**src/rtl/comp_pkg.sv**
```systemverilog
// Shared definitions for the sequential magnitude comparator: FSM state
// encoding and the digit-count helper.
package comp_pkg;

  typedef enum logic [1:0] {
    IDLE = 2'd0,
    RUN  = 2'd1,
    FIN  = 2'd2
  } state_e;

  // Number of digit steps needed to walk a WIDTH-bit operand DIGIT bits at a time.
  function automatic int comp_cycles(input int width, input int digit);
    return width / digit;
  endfunction

endpackage

```
**src/rtl/mod_bit_comp.sv**
```systemverilog
// One-bit magnitude comparator slice with GT/EQ/LT cascade. A more-significant
// decision (eq_in low) passes through untouched.
module mod_bit_comp (
  input  logic a,
  input  logic b,
  input  logic gt_in,
  input  logic eq_in,
  input  logic lt_in,
  output logic gt,
  output logic eq,
  output logic lt
);

  assign gt = gt_in | (eq_in & a & ~b);
  assign lt = lt_in | (eq_in & ~a & b);
  assign eq = eq_in & ~(a ^ b);

endmodule

```
**src/rtl/mod_digit_comp.sv**
```systemverilog
// DIGIT-wide combinational magnitude slice: a chain of one-bit slices walked
// from the digit MSB down to its LSB, cascade in at the top and out at the bottom.
module mod_digit_comp #(
  parameter int DIGIT = 2
) (
  input  logic [DIGIT-1:0] a,
  input  logic [DIGIT-1:0] b,
  input  logic             gt_in,
  input  logic             eq_in,
  input  logic             lt_in,
  output logic             gt,
  output logic             eq,
  output logic             lt
);

  // Index DIGIT is the incoming cascade; index 0 is the slice result.
  logic [DIGIT:0] g_c;
  logic [DIGIT:0] e_c;
  logic [DIGIT:0] l_c;

  assign g_c[DIGIT] = gt_in;
  assign e_c[DIGIT] = eq_in;
  assign l_c[DIGIT] = lt_in;

  for (genvar i = DIGIT - 1; i >= 0; i--) begin : g_bit
    mod_bit_comp u_bit (
      .a     (a[i]),
      .b     (b[i]),
      .gt_in (g_c[i+1]),
      .eq_in (e_c[i+1]),
      .lt_in (l_c[i+1]),
      .gt    (g_c[i]),
      .eq    (e_c[i]),
      .lt    (l_c[i])
    );
  end

  assign gt = g_c[0];
  assign eq = e_c[0];
  assign lt = l_c[0];

endmodule

```
**src/rtl/seq_mag_comp.sv**
```systemverilog
// Sequential magnitude comparator: compares two WIDTH-bit operands MSB-first,
// DIGIT bits per cycle, with cascade inputs, optional two's-complement mode and
// optional early termination once the outcome is known.
//
// Handshake: START is sampled only in IDLE; an accepted START latches all
// operands and the cascade, clears GT/EQ/LT and enters RUN (BUSY high).
// DONE is a single-cycle pulse coinciding with the first cycle GT/EQ/LT carry
// the new result; that cycle is IDLE, so a START there is accepted.
module seq_mag_comp
  import comp_pkg::*;
#(
  parameter int WIDTH      = 16,
  parameter int DIGIT      = 2,
  parameter int EARLY_EXIT = 0
) (
  input  logic             clk,
  input  logic             rst_n,
  input  logic             START,
  input  logic [WIDTH-1:0] A,
  input  logic [WIDTH-1:0] B,
  input  logic             SIGNED,
  input  logic             GT_IN,
  input  logic             EQ_IN,
  input  logic             LT_IN,
  output logic             BUSY,
  output logic             DONE,
  output logic             GT,
  output logic             EQ,
  output logic             LT,
  output state_e           dbg_state
);

  if ((DIGIT < 1) || (WIDTH % DIGIT != 0)) begin : g_bad_params
    $error("seq_mag_comp: WIDTH must be a positive multiple of DIGIT");
  end

  localparam int CYCLES = comp_cycles(WIDTH, DIGIT);
  localparam int CNT_W  = $clog2(CYCLES + 1);

  state_e           state;
  state_e           state_nx;
  logic [WIDTH-1:0] a_sh;
  logic [WIDTH-1:0] b_sh;
  logic [WIDTH-1:0] sign_mask;
  logic [CNT_W-1:0] cnt;
  logic             run_gt;
  logic             run_eq;
  logic             run_lt;
  logic             d_gt;
  logic             d_eq;
  logic             d_lt;
  logic             last_digit;
  logic             decided;

  // Flipping the sign bit of both operands maps two's-complement order onto
  // unsigned order, so the same magnitude chain serves both modes.
  assign sign_mask = WIDTH'(SIGNED) << (WIDTH - 1);

  mod_digit_comp #(.DIGIT(DIGIT)) u_digit (
    .a     (a_sh[WIDTH-1 -: DIGIT]),
    .b     (b_sh[WIDTH-1 -: DIGIT]),
    .gt_in (run_gt),
    .eq_in (run_eq),
    .lt_in (run_lt),
    .gt    (d_gt),
    .eq    (d_eq),
    .lt    (d_lt)
  );

  assign last_digit = (cnt == CNT_W'(CYCLES - 1));
  assign decided    = (EARLY_EXIT != 0) && !d_eq;
  assign BUSY       = (state == RUN);
  assign dbg_state  = state;

  // State register.
  always_ff @(posedge clk or negedge rst_n) begin
    if (!rst_n) state <= IDLE;
    else        state <= state_nx;
  end

  // Next-state: RUN ends after the last digit, or as soon as the running
  // result is decided when early exit is enabled.
  always_comb begin
    state_nx = state;
    case (state)
      IDLE:    if (START) state_nx = RUN;
      RUN:     if (last_digit || decided) state_nx = FIN;
      FIN:     state_nx = IDLE;
      default: state_nx = IDLE;
    endcase
  end

  // Datapath: operand latch and shift, running cascade, result and DONE registers.
  always_ff @(posedge clk or negedge rst_n) begin
    if (!rst_n) begin
      a_sh   <= '0;
      b_sh   <= '0;
      cnt    <= '0;
      run_gt <= 1'b0;
      run_eq <= 1'b0;
      run_lt <= 1'b0;
      DONE   <= 1'b0;
      GT     <= 1'b0;
      EQ     <= 1'b0;
      LT     <= 1'b0;
    end else begin
      DONE <= 1'b0;
      case (state)
        IDLE: begin
          if (START) begin
            a_sh   <= A ^ sign_mask;
            b_sh   <= B ^ sign_mask;
            cnt    <= '0;
            run_gt <= GT_IN;
            run_eq <= EQ_IN;
            run_lt <= LT_IN;
            GT     <= 1'b0;
            EQ     <= 1'b0;
            LT     <= 1'b0;
          end
        end
        RUN: begin
          run_gt <= d_gt;
          run_eq <= d_eq;
          run_lt <= d_lt;
          a_sh   <= a_sh << DIGIT;
          b_sh   <= b_sh << DIGIT;
          cnt    <= cnt + CNT_W'(1);
        end
        FIN: begin
          GT   <= run_gt;
          EQ   <= run_eq;
          LT   <= run_lt;
          DONE <= 1'b1;
        end
        default: ;
      endcase
    end
  end

endmodule

```
**config.mk**
```make
export PLATFORM = sky130hd
export DESIGN_NAME = seq_mag_comp
export DESIGN_NICKNAME = d
export VERILOG_FILES = /design/src/rtl/comp_pkg.sv /design/src/rtl/mod_bit_comp.sv /design/src/rtl/mod_digit_comp.sv /design/src/rtl/seq_mag_comp.sv
export SDC_FILE = /design/constraint.sdc
export NUM_CORES = 1
export LEC_CHECK = 0
export ABC_CLOCK_PERIOD_IN_PS = 1900
export CAP_MARGIN = 25
export CELL_PAD_IN_SITES_DETAIL_PLACEMENT = 2
export CELL_PAD_IN_SITES_GLOBAL_PLACEMENT = 2
export CORE_MARGIN = 3
export CORE_UTILIZATION = 34
export DETAILED_ROUTE_END_ITERATION = 10
export MAX_ROUTING_LAYER = met4
export PLACE_DENSITY_LB_ADDON = 0.1
export SKIP_CTS_REPAIR_TIMING = 1
export SLEW_MARGIN = 20
export SYNTH_ARGS = -nofsm -noshare
export SYNTH_HDL_FRONTEND = slang
export SYNTH_HIERARCHICAL = 1
export SYNTH_SLANG_ARGS = --single-unit
```
**constraint.sdc**
```tcl
create_clock -name clk -period 1.9 [get_ports clk]
set_input_delay 0.475 -clock clk [delete_from_list [all_inputs] [get_ports clk]]
set_output_delay 0.475 -clock clk [all_outputs]
set_load 0.03 [all_outputs]
```
-- After elaboration in Yosys (flattened, before gate mapping)
Cells that the tools add are included.
- add/subtract/negate cells: 1
- $mul: 0
- divide/modulo/power cells: 0
- order comparisons: 0
- equal/unequal tests: 5
- shift operators: 0
- multiplexer cells: 20
- bitwise logic cells: 24
- reductions and logical operators: 6
- operators with widths (kind ; number):
    16-bit one-hot mux with 2 select lines ; 2
    16-bit two-way mux ; 2
    16-bit XOR ; 2
    1-bit one-hot mux with 2 select lines ; 6
    1-bit AND ; 10
    4-bit one-hot mux with 2 select lines ; 1
    1-bit inverter ; 6
    2-bit AND reduction ; 3
    1-bit two-way mux ; 5
    4-bit by 1-bit adder with 4-bit output (second input constant) ; 1
    4-bit by 3-bit == test with 1-bit output (second input constant) ; 1
    2-bit two-way mux ; 2
    4-bit two-way mux ; 1
    1-bit bitwise OR ; 4
    2-bit one-hot mux with 2 select lines ; 1
    2-bit nonzero test ; 2
    2-bit by 1-bit == test with 1-bit output (second input constant) ; 1
    2-bit == test (second input constant) ; 1
    2-bit zero test ; 1
    2-bit by 1-bit inequality test with 1-bit output (second input constant) ; 1
    2-bit inequality test (second input constant) ; 1
    1-bit XOR ; 2
- register bits after elaboration: 45
- bits in latches: 0
- RAM bits: 0
- bits in read-only memories: 0
- bits of input ports: 39
- output and inout port bits: 7
- logic and storage cells: 67
- memories kept: 0

-- Logic depth before layout (Yosys ltp)
Gate-level depths: netlist of run 1.
- depth after elaboration: 7
- gate-level depth with buffers: 7
- mapped depth without buffers: 6

-- By module
The synthesis of run 1 kept the hierarchy.
- by module, submodules not included (module ; times used ; cells each ; area an instance (um2) ; seq. area each (um2)):
    seq_mag_comp ; 1 ; 203 ; 2092.0 ; 1126.1
    mod_bit_comp ; 2 ; 6 ; 38.8 ; 0.0

-- Least setup slack after synthesis of run 1
OpenSTA, ideal clock, no wires.
- path kind: register to output
- start: register state[1], in the netlist dbg_state[1]
- end: output port BUSY
- arrival: 1240 ps
- required time: 1425 ps
- slack: 185 ps
- stages on the path, launching flop included: 6
- path buffers: 3
- cell sequence: dfrtp_1 > buf_6 > nand2b_4 > inv_2 > buf_6 > buf_2
- cells in the longest elaborated chain, start to end: 1
- RTL lines (item ; RTL line ; RTL):
    start: declaration ; seq_mag_comp.sv:40 ; state_e state;
    start signal: assignment ; seq_mag_comp.sv:78 ; else state <= state_nx;
    2-bit by 1-bit == test with 1-bit output ; seq_mag_comp.sv:72 ; assign BUSY = (state == RUN);
    end: declaration ; seq_mag_comp.sv:25 ; output logic BUSY,
No other way between the ends.

-- Final worst setup path of run 1
- start: register EQ
- end: output port EQ
- RTL lines (item ; RTL line ; RTL):
    start: declaration ; seq_mag_comp.sv:28 ; output logic EQ,
    start signal: assignment ; seq_mag_comp.sv:132 ; EQ <= run_eq;
No word-level cell between the ends.

==> summary.txt, run 1 <==
Power and ir drop
  – Total Power: 3.829 mW
  – Lkg Pwr: 1.168 nW
  – P per Cell Area: 1363 nW/um2
  – Worst VDD drop: 0.4816 mV

Die
  – Die area: 7375 um2
  – Die height: 85.88 um
  – Std-Cell Rows: 28
  – Number of top-level pins: 46
  – Starting Density: 35.80%
  – CORE AREA: 6061 um2
  – Die extent in x: 85.88 um

Clock network
  – CTS Buf Count: 5
  – CTS tree: built
  – CTS Sinks: 45
  – Root buf cell: clkbuf_8
  – Clk_lat worst skew: 290 ps
  – Reg clk slew, reported paths: 80 ps
  – Clock Path Buffers: 2
  – CTS H-tree depth: 2

Global routing
  – Largest net degree at the start of global routing: 30
  – Initial antenna violation count: 0
  – Vias in the first global route: 1,940
  – Total gr overflow: 0
  – Total GRT Usage: 17.82%
  – First-pass GRT wire length: 10,040 um

Finish
  – Layout area overhead: 29.47%
  – Most frequent cells in the layout: 45 x dfrtp_1, 41 x clkdlybuf4s50_1, 30 x o21ai_0, 28 x a22oi_1
  – Fin area: 2809 um2
  – Non-filler cells, final: 335
  – Layout cells sized above 1: 9.231%
  – Ant diodes: 0
  – Nets@finish: 300
  – FILL cells: 661
  – Commonest non-fill, non-tap cell in the layout: dfrtp_1

Place
  – Placed insts: 328
  – Routability cong.: 0.7340
  – Port bufs: 45
  – Placed cell area: 2723 um2
  – Pre-CTS setup slack: -23.41 ps
  – DP HPWL: 4125 um

STA
  – Tmin final: 1816 ps
  – RSZ-0062 raised after global routing: false
  – Max Fclk: 550.8 MHz
  – Final period utilization: 95.56%
  – Clock Skews: 4.253 ps
  – Slew margin rel.: 67.31%
  – Final Max Slew Viols: 0
  – Final-report hold violation count: 0
  – Final setup viols: 0
  – Worst setup margin: 84.34 ps
  – Worst-Margin Slew: 489.3 ps

Detailed routing
  – Via count: 1,806
  – Drt first pass iters: 4
  – Number of antenna-violating nets in the routed design: 0
  – Number of DRC markers in iteration 0: 74
  – Final Routed Wirelength: 5912 um
  – Vias per cell: 5.391
  – # DRC: 0
  – Drt wl/cell: 17.65 um

Synth
  – Synthesized area: 2170 um2
  – Yosys reg bits: 45
  – Compound-Gate Fraction of Synth Area: 28.72%
  – Sequential-to-total area share from yosys stat: 51.90%
  – Mapped Nets: 255
  – Post-synthesis simple-gate area fraction: 11.94%
  – Largest family of logic cells by synthesized area: compound AO/OA/AOI/OAI gates
  – Ys Warns: 6
  – Netlist cell types: 29
  – XOR/XNOR Fraction of Synth Area: 1.615%
  – Post-synthesis mux area share: 0.5190%
  – Cells after Synth: 215
  – Synth Area per Inst: 10.09 um2
  – Fraction of the mapped netlist area in adder cells: 0.5767%

Worst setup path
  – CP required: 1420 ps
  – Critical Path, Cell by Cell: clkdlybuf4s50_1
  – CP Class: flop to output port
  – Buffers and inverters on the worst path: 1
  – Reg-to-reg startpoint: dbg_state[1]
  – Crit end category: output port
  – Crit path DAT: 1340 ps
  – Largest stage delay, worst path: 680 ps
  – Startpoint Class: flop
  – CP Launch Point: EQ
  – CP top delay family: buffers and inverters
  – CP Max Fanout: 2
  – Slowest-stage cell, CP: clkdlybuf4s50_1

Status
  – Status: completed

Run
  – # Max-Cap Violations: 0

Worst hold path
  – Hold Crit Class: input pin to async pin
## metal layers
metal | GRT usage, % | vias to the layer above | routed length, um
met3 | 4.035 | 2 | 190
li1 | - | 870 | -
met1 | 23.22 | 903 | 2743
met5 | - | - | 0
met4 | 3.453 | 0 | 25
met2 | 28.66 | 31 | 2953
## registers in the layout, indices dropped and copies added (netlist names)
signal	cells
DONE	1
EQ	1
GT	1
LT	1
a_sh	16
b_sh	16
cnt	4
dbg_state	2
run_eq	1
run_gt	1
run_lt	1
## cell families (layout without fill, tap and decap cells)
group                      Yosys count  after routing
and+or+nand+nor                     48             48
muxes                                1              1
AOI/OAI and AO/OA                   96             96
adders and majority gates            1              1
xor gates and xnor gates             4              4
buffers and inverters               20             65
DFF                                 45             45
## where the power goes
part	leakage (nW)	switching, mW	internal, mW	total (mW)
clock	0.0443	0.304	0.289	0.593
combinational	0.529	0.878	0.738	1.62
sequential	0.595	0.312	1.31	1.62
total	1.17	1.49	2.33	3.83
## synth_stat cells
library cell / instances / area share, %
and3b_1: 1 / 0.40
inv_1: 2 / 0.35
buf_4: 1 / 0.35
a21oi_1: 18 / 4.2
nor2b_2: 1 / 0.40
a22o_1: 11 / 4.4
o21ai_0: 30 / 6.9
mux2_2: 1 / 0.52
nor2_1: 3 / 0.52
and2b_1: 2 / 0.69
a221o_1: 2 / 0.92
xor2_1: 2 / 0.81
a22oi_1: 28 / 9.7
clkbuf_1: 7 / 1.2
o21bai_1: 4 / 1.4
nor2b_1: 17 / 4.9
nand3_1: 2 / 0.46
dfrtp_1: 45 / 52
inv_2: 1 / 0.17
buf_6: 2 / 1.0
o311ai_0: 1 / 0.40
xnor2_1: 2 / 0.81
nor3_1: 1 / 0.23
nand2_1: 18 / 3.1
buf_2: 7 / 1.6
and2_1: 2 / 0.58
ha_1: 1 / 0.58
a31o_1: 2 / 0.81
nand2b_4: 1 / 0.63
## cell type report
cell class                 count  area [um2]  share of cell area (%)
tap                           75       93.84                   3.341
inverter                       3       11.26                  0.4009
multi-input combinational    150       940.9                   33.50
timing repair buffer          55       550.5                   19.60
sequential                    45        1126                   40.09
clock buffer                   7       86.33                   3.074
## worst paths after layout
check | endpoint | slack, ps | cells after the start
setup reg to reg | a_sh[15] | 470 | 4
setup / recovery | EQ | 80 | 1
hold reg to reg | b_sh[9] | 480 | 2
hold / removal | DONE | 120 | 1
min in group clk | b_sh[9] | 480 | 2
max in group asynchronous | b_sh[5] | 1270 | 2
## metrics by stage
stage / util, % / setup TNS [ps] / hold WS (ps)
final: 46.35 / 0 / 116.2
after global routing: 46.35 / 0 / 120.0
after CTS: 46.35 / 0 / 121.6
after detailed placement: 44.92 / -34.48 / 436.0
after global placement: 44.92 / 0 / 431.6
after floorplan: - / 0 / 179.4
Power figures use the tool's default switching activity.
==> run 2, diff against run 1 <==
--- a/config.mk
+++ b/config.mk
@@ -18,5 +18,4 @@
 export SLEW_MARGIN = 20
 export SYNTH_ARGS = -nofsm -noshare
 export SYNTH_HDL_FRONTEND = slang
-export SYNTH_HIERARCHICAL = 1
 export SYNTH_SLANG_ARGS = --single-unit
==> summary.txt, run 2 <==
Status
  – Status: completed

STA
  – Clock Skews: 4.907 ps
  – Final period utilization: 95.87%
  – Worst-Margin Slew: 541.2 ps
  – Final setup viols: 0
  – Setup TNS: 0 ps
  – RSZ-0062 raised after global routing: false
  – Final-report hold violation count: 0
  – Tmin final: 1821 ps
  – Slew margin rel.: 63.83%
  – Final Max Slew Viols: 0
  – Max Fclk: 549.0 MHz

Synth
  – Top-area cell type share of the netlist area: 51.02%
  – Netlist cell types: 33
  – Synth Flop Type: dfrtp_1
  – Synth Area per Inst: 10.12 um2
  – Top post-synthesis cells by count: 45 x dfrtp_1, 30 x o21ai_0, 25 x a22oi_1
  – Cells after Synth: 218
  – Ys Warns: 0
  – Count leader, synth: dfrtp_1
  – Mapped Nets: 258
  – Synth area leader: dfrtp_1
  – Ranking of synthesized cells by area: dfrtp_1 51%, a22oi_1 8.5%, o21ai_0 6.8%, a21oi_1 4.1%, a22o_1 3.6%
  – Ys async rst share: 100.0%
  – EDFF count, synth: 0
  – Yosys reg bits: 45
  – Sequential-to-total area share from yosys stat: 51.02%
  – Synthesized area: 2207 um2

Detailed routing
  – # DRC: 0
  – Number of antenna-violating nets in the routed design: 0
  – Number of DRC markers in iteration 0: 59
  – Vias per cell: 5.625
  – Via count: 1,907
  – Final Routed Wirelength: 6601 um
  – Drt wl/cell: 19.47 um
  – Drt first pass iters: 4

Clock network
  – CTS H-tree depth: 2
  – Clock Path Buffers: 2
  – CTS tree: built
  – Clk_lat worst skew: 300 ps
  – CTS Sinks: 45
  – Root buf cell: clkbuf_8
  – CTS Buf Count: 5
  – Reg clk slew, reported paths: 90 ps

Die
  – Die height: 86.57 um
  – Die area: 7494 um2
  – Starting Density: 36.21%
  – Number of top-level pins: 46
  – CORE AREA: 6096 um2
  – Std-Cell Rows: 28
  – Die extent in x: 86.57 um

Worst setup path
  – CP Class: flop to output port
  – Largest stage delay, worst path: 670 ps
  – Slowest-stage cell, CP: clkdlybuf4s50_1
  – R2R setup slack: 310 ps
  – Startpoint Class: flop
  – Reg-to-reg startpoint: dbg_state[1]
  – Worst R2R End: a_sh[13]
  – Cell depth of the worst setup path: 1
  – CP Max Fanout: 2
  – Crit path DAT: 1350 ps
  – CP Launch Point: GT
  – Critical Path, Cell by Cell: clkdlybuf4s50_1
  – Crit end category: output port
  – CP required: 1420 ps
  – CP top delay family: buffers and inverters
  – Buffers and inverters on the worst path: 1
  – R2R cell count: 5

Worst hold path
  – Hold Crit Class: input pin to async pin

Place
  – DP HPWL: 4492 um
  – Port bufs: 45
  – Placed insts: 332
  – Routability cong.: 0.7374

Power and ir drop
  – P per Cell Area: 1399 nW/um2
  – Worst VDD drop: 0.7644 mV
  – Total Power: 3.995 mW
  – Lkg Pwr: 1.188 nW

Global routing
  – Largest net degree at the start of global routing: 46
  – First-pass GRT wire length: 10,890 um
  – Total GRT Usage: 19.35%
  – Initial antenna violation count: 0
  – Total gr overflow: 0
  – Vias in the first global route: 2,059

Finish
  – Biggest regs: a_sh x16, b_sh x16, cnt x4
  – Ant diodes: 0
  – FILL cells: 661
  – Register area: 1127 um2
  – Area of the multi-input gates: 985.9 um2
  – Non-filler cells, final: 339
  – Most frequent cells in the layout: 44 x dfrtp_1, 41 x clkdlybuf4s50_1, 30 x o21ai_0, 25 x a22oi_1
  – Layout cells sized above 1: 9.848%
  – Layout area overhead: 29.42%
  – Commonest non-fill, non-tap cell in the layout: dfrtp_1
  – Nets@finish: 304

Run
  – # Max-Cap Violations: 0
-- run 2: cell types whose count changed in the layout (fill, tap and decap cells not counted), moves of 3 or more --
cell	before	now
a22oi_1	28	25
nand2b_1	0	3
nor2b_1	17	10
o21bai_1	4	1
nor2_1	3	6
and2b_1	2	9
-- run 2: cell type report --
cell class / count / area share [%]
flip-flops and latches: 45 / 39.47
multi-input cells: 156 / 34.52
repair buffers: 55 / 18.97
well taps: 75 / 3.285
clock buffers: 5 / 2.409
clock inverters: 2 / 1.226
inverters: 1 / 0.1314
-- run 2: where the power goes --
| part | switching [mW] | total (mW) | leakage [nW] | internal (mW) |
|---|---|---|---|---|
| registers | 0.334 | 1.65 | 0.590 | 1.31 |
| logic | 0.925 | 1.63 | 0.544 | 0.707 |
| clock network | 0.334 | 0.717 | 0.0540 | 0.383 |
-- run 2: cell families (layout without fill, tap and decap cells) --
family	Yosys count	after routing	share of synthesized area, %
AO/OA/AOI/OAI	92	92	26.81
AND/OR/NAND/NOR	58	58	14.85
flip-flops	45	45	51.02
buffers and inverters	17	63	4.649
XOR/XNOR	4	4	1.588
adder cells (fa/ha/maj)	1	1	0.5668
multiplexers	1	1	0.5102
-- run 2: worst max path at each step --
| stage | slack, ps | to |
|---|---|---|
| after floorplan | 290 | BUSY |
| after global placement | -70 | cnt[3] |
| after detailed placement | -200 | b_sh[6] |
| after CTS | 60 | LT |
| after global routing | 30 | b_sh[6] |
| final | 80 | GT |
-- run 2: per-layer routing --
metal / GRT usage (%) / vias to the layer above / routed length [um]
met5: - / - / 0
met4: 4.674 / 0 / 69
met3: 2.852 / 7 / 222
met2: 32.34 / 32 / 3328
met1: 24.82 / 979 / 2981
li1: - / 889 / -
-- run 2: through the flow --
| stage | util, % | worst slack, ps | cell area [um2] | hold WS (ps) |
|---|---|---|---|---|
| 3_3_place_gp | 44.95 | -74.42 | 2740 | 469.5 |
| 3_5_place_dp | 44.95 | -195.9 | 2740 | 477.3 |
| 6_report | 46.86 | 78.55 | 2856 | 138.8 |
| 2_1_floorplan | - | 287.4 | 2207 | 179.4 |
| 4_1_cts | 46.65 | 56.45 | 2844 | 148.2 |
| 5_1_grt | 46.86 | 29.76 | 2856 | 154.7 |
==> RTL change 1: new RTL, flow settings as in run 2 <==
Make the reset (`rst_n`) synchronous in 2 clocked blocks.
--- a/src/rtl/seq_mag_comp.sv
+++ b/src/rtl/seq_mag_comp.sv
@@ -75,3 +75,3 @@
   // State register.
-  always_ff @(posedge clk or negedge rst_n) begin
+  always_ff @(posedge clk) begin
     if (!rst_n) state <= IDLE;
@@ -93,3 +93,3 @@
   // Datapath: operand latch and shift, running cascade, result and DONE registers.
-  always_ff @(posedge clk or negedge rst_n) begin
+  always_ff @(posedge clk) begin
     if (!rst_n) begin
Function: differs if rst_n is asserted again (counterexample within 4 cycles, from zero or initial values and one cycle with rst_n low); with rst_n held inactive, the same outputs for 10 cycles.
==> RTL change 1 against run 2 <==
- synthesized area shrank 13%
- fmax grew 0.15%
- wire length shrank 5.2%
- largest cell class is now multi-input gates
- critical path type unchanged
- sequential cell count is the same
- register-to-register slack gained 0.07 ns
- utilization grew 2.8 points
- setup slack gained 0.0027 ns
- highest routed layer unchanged
- final cell count grew 1.2%
- die area shrank 12%
- cell area shrank 8.4%
Power is not compared: it rests on default switching activity, and its combinational part moved more than twofold at a synthesized area within 25%.
==> RTL change 1: results (changes against run 2) <==
[run_status]
status = completed

[sta]
hold_ws_ns = 0.484  ; +0.345 ns
fin_skew_ns = 0.00612  ; +0.00121 ns
fin_ws_ns = 0.0812  ; +0.00270 ns
worst_pin_slew_ns = 0.394  ; -0.147 ns

[synthesis]
synth_xor_xnor_area_share_pct = 1.83  ; +0.24 points
async_flop_share_pct = 0  ; -100 points
synth_nets = 261  ; +1.2%
ys_types = 31  ; -6.1%
synth_area_per_cell_um2 = 8.68  ; -14%
muxShareOfSynthArea_pct = 0  ; -0.51 points
synth-adder-area-share_pct = 0.652  ; +0.085 points

[place]
io_buffers = 45  ; unchanged
placed_cell_area_um2 = 2510  ; -8.4%
hpwl_um = 4480  ; -0.25%

[cells_and_area]
buf_share_pct = 22.5  ; +3.5 points
fin_cells = 343  ; +1.2%
largest_class = multi-input gates
seq_share_pct = 34.4  ; -5.0 points
multi_input_area_um2 = 921  ; -6.6%
n_clock_buffer = 7  ; +2
buffers = 60  ; +9.1%
clock_area_share_pct = 3.87  ; +0.24 points
inverters = 5  ; +4
fin_nets = 312  ; +2.6%

[worst_hold_path]
holdPathEnd = b_sh[8]$_SDFFE_PN0P_
hold_class = reg -> reg

[worst_setup_path]
rr_endpoint = run_lt$_SDFFE_PN0P_
regToRegSetupSlack_ns = 0.38  ; +0.07 ns
crit_start = GT$_SDFFE_PN0P_
reg2reg_from = dbg_state[1]$_SDFFE_PN0P_

[routing]
first_iter_violations = 83  ; +41%
routed_via_density = 5.50  ; -2.3%
wl_per_cell_um = 18.2  ; -6.3%

[global_route]
grt_pass1_wl_um = 10100  ; -7.7%
grt_max_degree = 25  ; -46%
gr-usage-all-layers_pct = 20.7  ; +1.3 points

## RTL change 1: cell count changes in the layout (fill, tap and decap cells not counted), moves of 5 or more
cell      before  now
nor2b_1       10    5
o21ai_0       30   12
a21oi_1       18   11
dfrtp_1       44    0
nor2_1         6   53
a22oi_1       25    5
o221ai_1       0   22
nand2_1       18    7
dfxtp_1        0   45
a22o_1         9    0
and2b_1        9    0
## RTL change 1: power breakdown
part           leakage [nW]  internal [mW]  switching (mW)
registers             0.372           1.02          0.0610
clock network        0.0542          0.329           0.336
logic                 0.563          0.194           0.184
total                 0.989           1.54           0.581
## RTL change 1: routing by layer
metal  part of all wire (%)  GRT usage, %  vias to the layer above
met2                     50          35.3                       36
met4                    1.5          6.59                        0
met3                    3.6          4.10                       11
li1                       -             -                      904
met5                      0             -                        -
met1                     45          24.5                      935
## RTL change 1: worst register-to-register path, cell delays in order, from the launching register on
cell	delay, ns
dfxtp_1	0.32
buf_4	0.18
or3b_1	0.43
buf_12	0.18
o221ai_1	0.21
a31oi_1	0.08
==> RTL change 2: new RTL, settings of run 2 <==
Made on the original files. `DIGIT` is set to 2 in 2 places; all go to 1.
--- a/src/rtl/mod_digit_comp.sv
+++ b/src/rtl/mod_digit_comp.sv
@@ -3,3 +3,3 @@
 module mod_digit_comp #(
-  parameter int DIGIT = 2
+  parameter int DIGIT = 1
 ) (
--- a/src/rtl/seq_mag_comp.sv
+++ b/src/rtl/seq_mag_comp.sv
@@ -12,3 +12,3 @@
   parameter int WIDTH      = 16,
-  parameter int DIGIT      = 2,
+  parameter int DIGIT      = 1,
   parameter int EARLY_EXIT = 0
Formal check against the unedited RTL: not equivalent (Yosys sat finds a counterexample within 10 cycles, from zero or initial values and one cycle with rst_n low).
==> RTL change 2 against run 2 <==
- wire length decreased by 9.2%
- via count fell by 3.7%
- hold slack lost 0.044 ns
- first-iteration DRC count unchanged
- cell area grew 0.48%
- count of clock-buffer cells in the layout is 1 higher
- combinational power shrank 13%
- synthesized area grew 1.8%
- setup slack better by 0.016 ns
- die area rose by 1.6%
- total power is 0.39% lower
- clock skew barely moved
- sequential cell count grew 1
- critical path type unchanged
- critical endpoint is now dbg_state[0]
==> RTL change 2: results (changes against run 2) <==
[pwr]
comb_cell_power_mw = 1.41  ; -13%
ir_worst_vdd_v = 0.000617  ; -19%
p_sw_mw = 1.40  ; -12%
leakagePower_nw = 1.20  ; +0.83%
power_density_nw_per_um2 = 1390  ; -0.87%

[worst_setup_path]
cp_slowest_stage_delay_ns = 0.57  ; -0.10 ns
reg2reg_from = dbg_state[0]$_DFFE_PN0P_
regToRegSetupSlack_ns = 0.34  ; +0.03 ns
slowest_stage = dfrtp_1
reg2reg_depth = 4  ; -1
rr_endpoint = b_sh[5]$_DFFE_PN0P_
worstPathArrival_ns = 1.33  ; -0.02 ns
crit_family = flip-flops
crit_end = dbg_state[0]

[synthesis]
synth_xor_xnor_area_share_pct = 1.17  ; -0.42 points
synth_nets = 255  ; -1.2%
ys_types = 37  ; +12%
muxShareOfSynthArea_pct = 0.446  ; -0.065 points
synth-adder-area-share_pct = 1.11  ; +0.55 points
synthTopCellsByCount = dfrtp_1 (46), a22oi_1 (32), nand2_1 (22)
yosys-top-cells-area = dfrtp_1 (51%), a22oi_1 (11%), o21ai_1 (4.5%)
ys_seq_elements = 46  ; +2.2%
ys_seq_area_share_pct = 51.3  ; +0.23 points

[global_route]
grt_util_met3_pct = 3.50  ; +0.65 points
grt_pass1_wl_um = 9950  ; -8.6%
grt_max_degree = 43  ; -6.5%
grt_pass1_vias = 1916  ; -6.9%
gr-usage-all-layers_pct = 17.3  ; -2.1 points

[place]
pre_cts_ws_ns = -0.105  ; +0.0912 ns
hpwl_um = 4120  ; -8.3%

[routing]
via_count = 1837  ; -3.7%
wl_per_cell_um = 18.0  ; -7.8%
wl_met1_um = 2820  ; -5.5%

[sta]
fin_skew_ns = 0.00519  ; +0.000280 ns
relSlewSlack_pct = 59.7  ; -4.1 points

[cells_and_area]
nMultiInputCombCells = 147  ; -5.8%
clock_area_share_pct = 4.97  ; +1.3 points
drive_gt1_share_pct = 10.4  ; +0.58 points
buf_share_pct = 18.5  ; -0.48 points
seq_share_pct = 40.1  ; +0.64 points
multi_input_area_um2 = 937  ; -4.9%
inverters = 4  ; +3
largest_registers = a_sh x16, b_sh x16, cnt x5
fin_cells = 334  ; -1.5%
fin_nets = 299  ; -1.6%
fillers = 647  ; -2.1%

[run_status]
status = completed

RTL change 2: changes by cell type after synthesis, sizes merged, moves of 2 or more:
cell / before / now
a221o: 2 / 0
clkbuf: 5 / 2
a31oi: 2 / 0
and2b: 9 / 2
buf: 11 / 15
a21oi: 18 / 16
a22oi: 25 / 32
or3: 2 / 0
nand2: 18 / 22
nor2: 6 / 2
a22o: 9 / 7
nor2b: 10 / 12
inv: 1 / 4
o311ai: 3 / 1
RTL change 2: worst min-delay path by stage:
stage	endpoint	slack [ns]
6_report	cnt[3]$_DFFE_PN0P_	0.09
5_1_grt	cnt[3]$_DFFE_PN0P_	0.11
4_1_cts	cnt[3]$_DFFE_PN0P_	0.1
3_5_place_dp	cnt[3]$_DFFE_PN0P_	0.43
3_3_place_gp	cnt[3]$_DFFE_PN0P_	0.44
2_1_floorplan	DONE$_DFF_PN0_	0.18
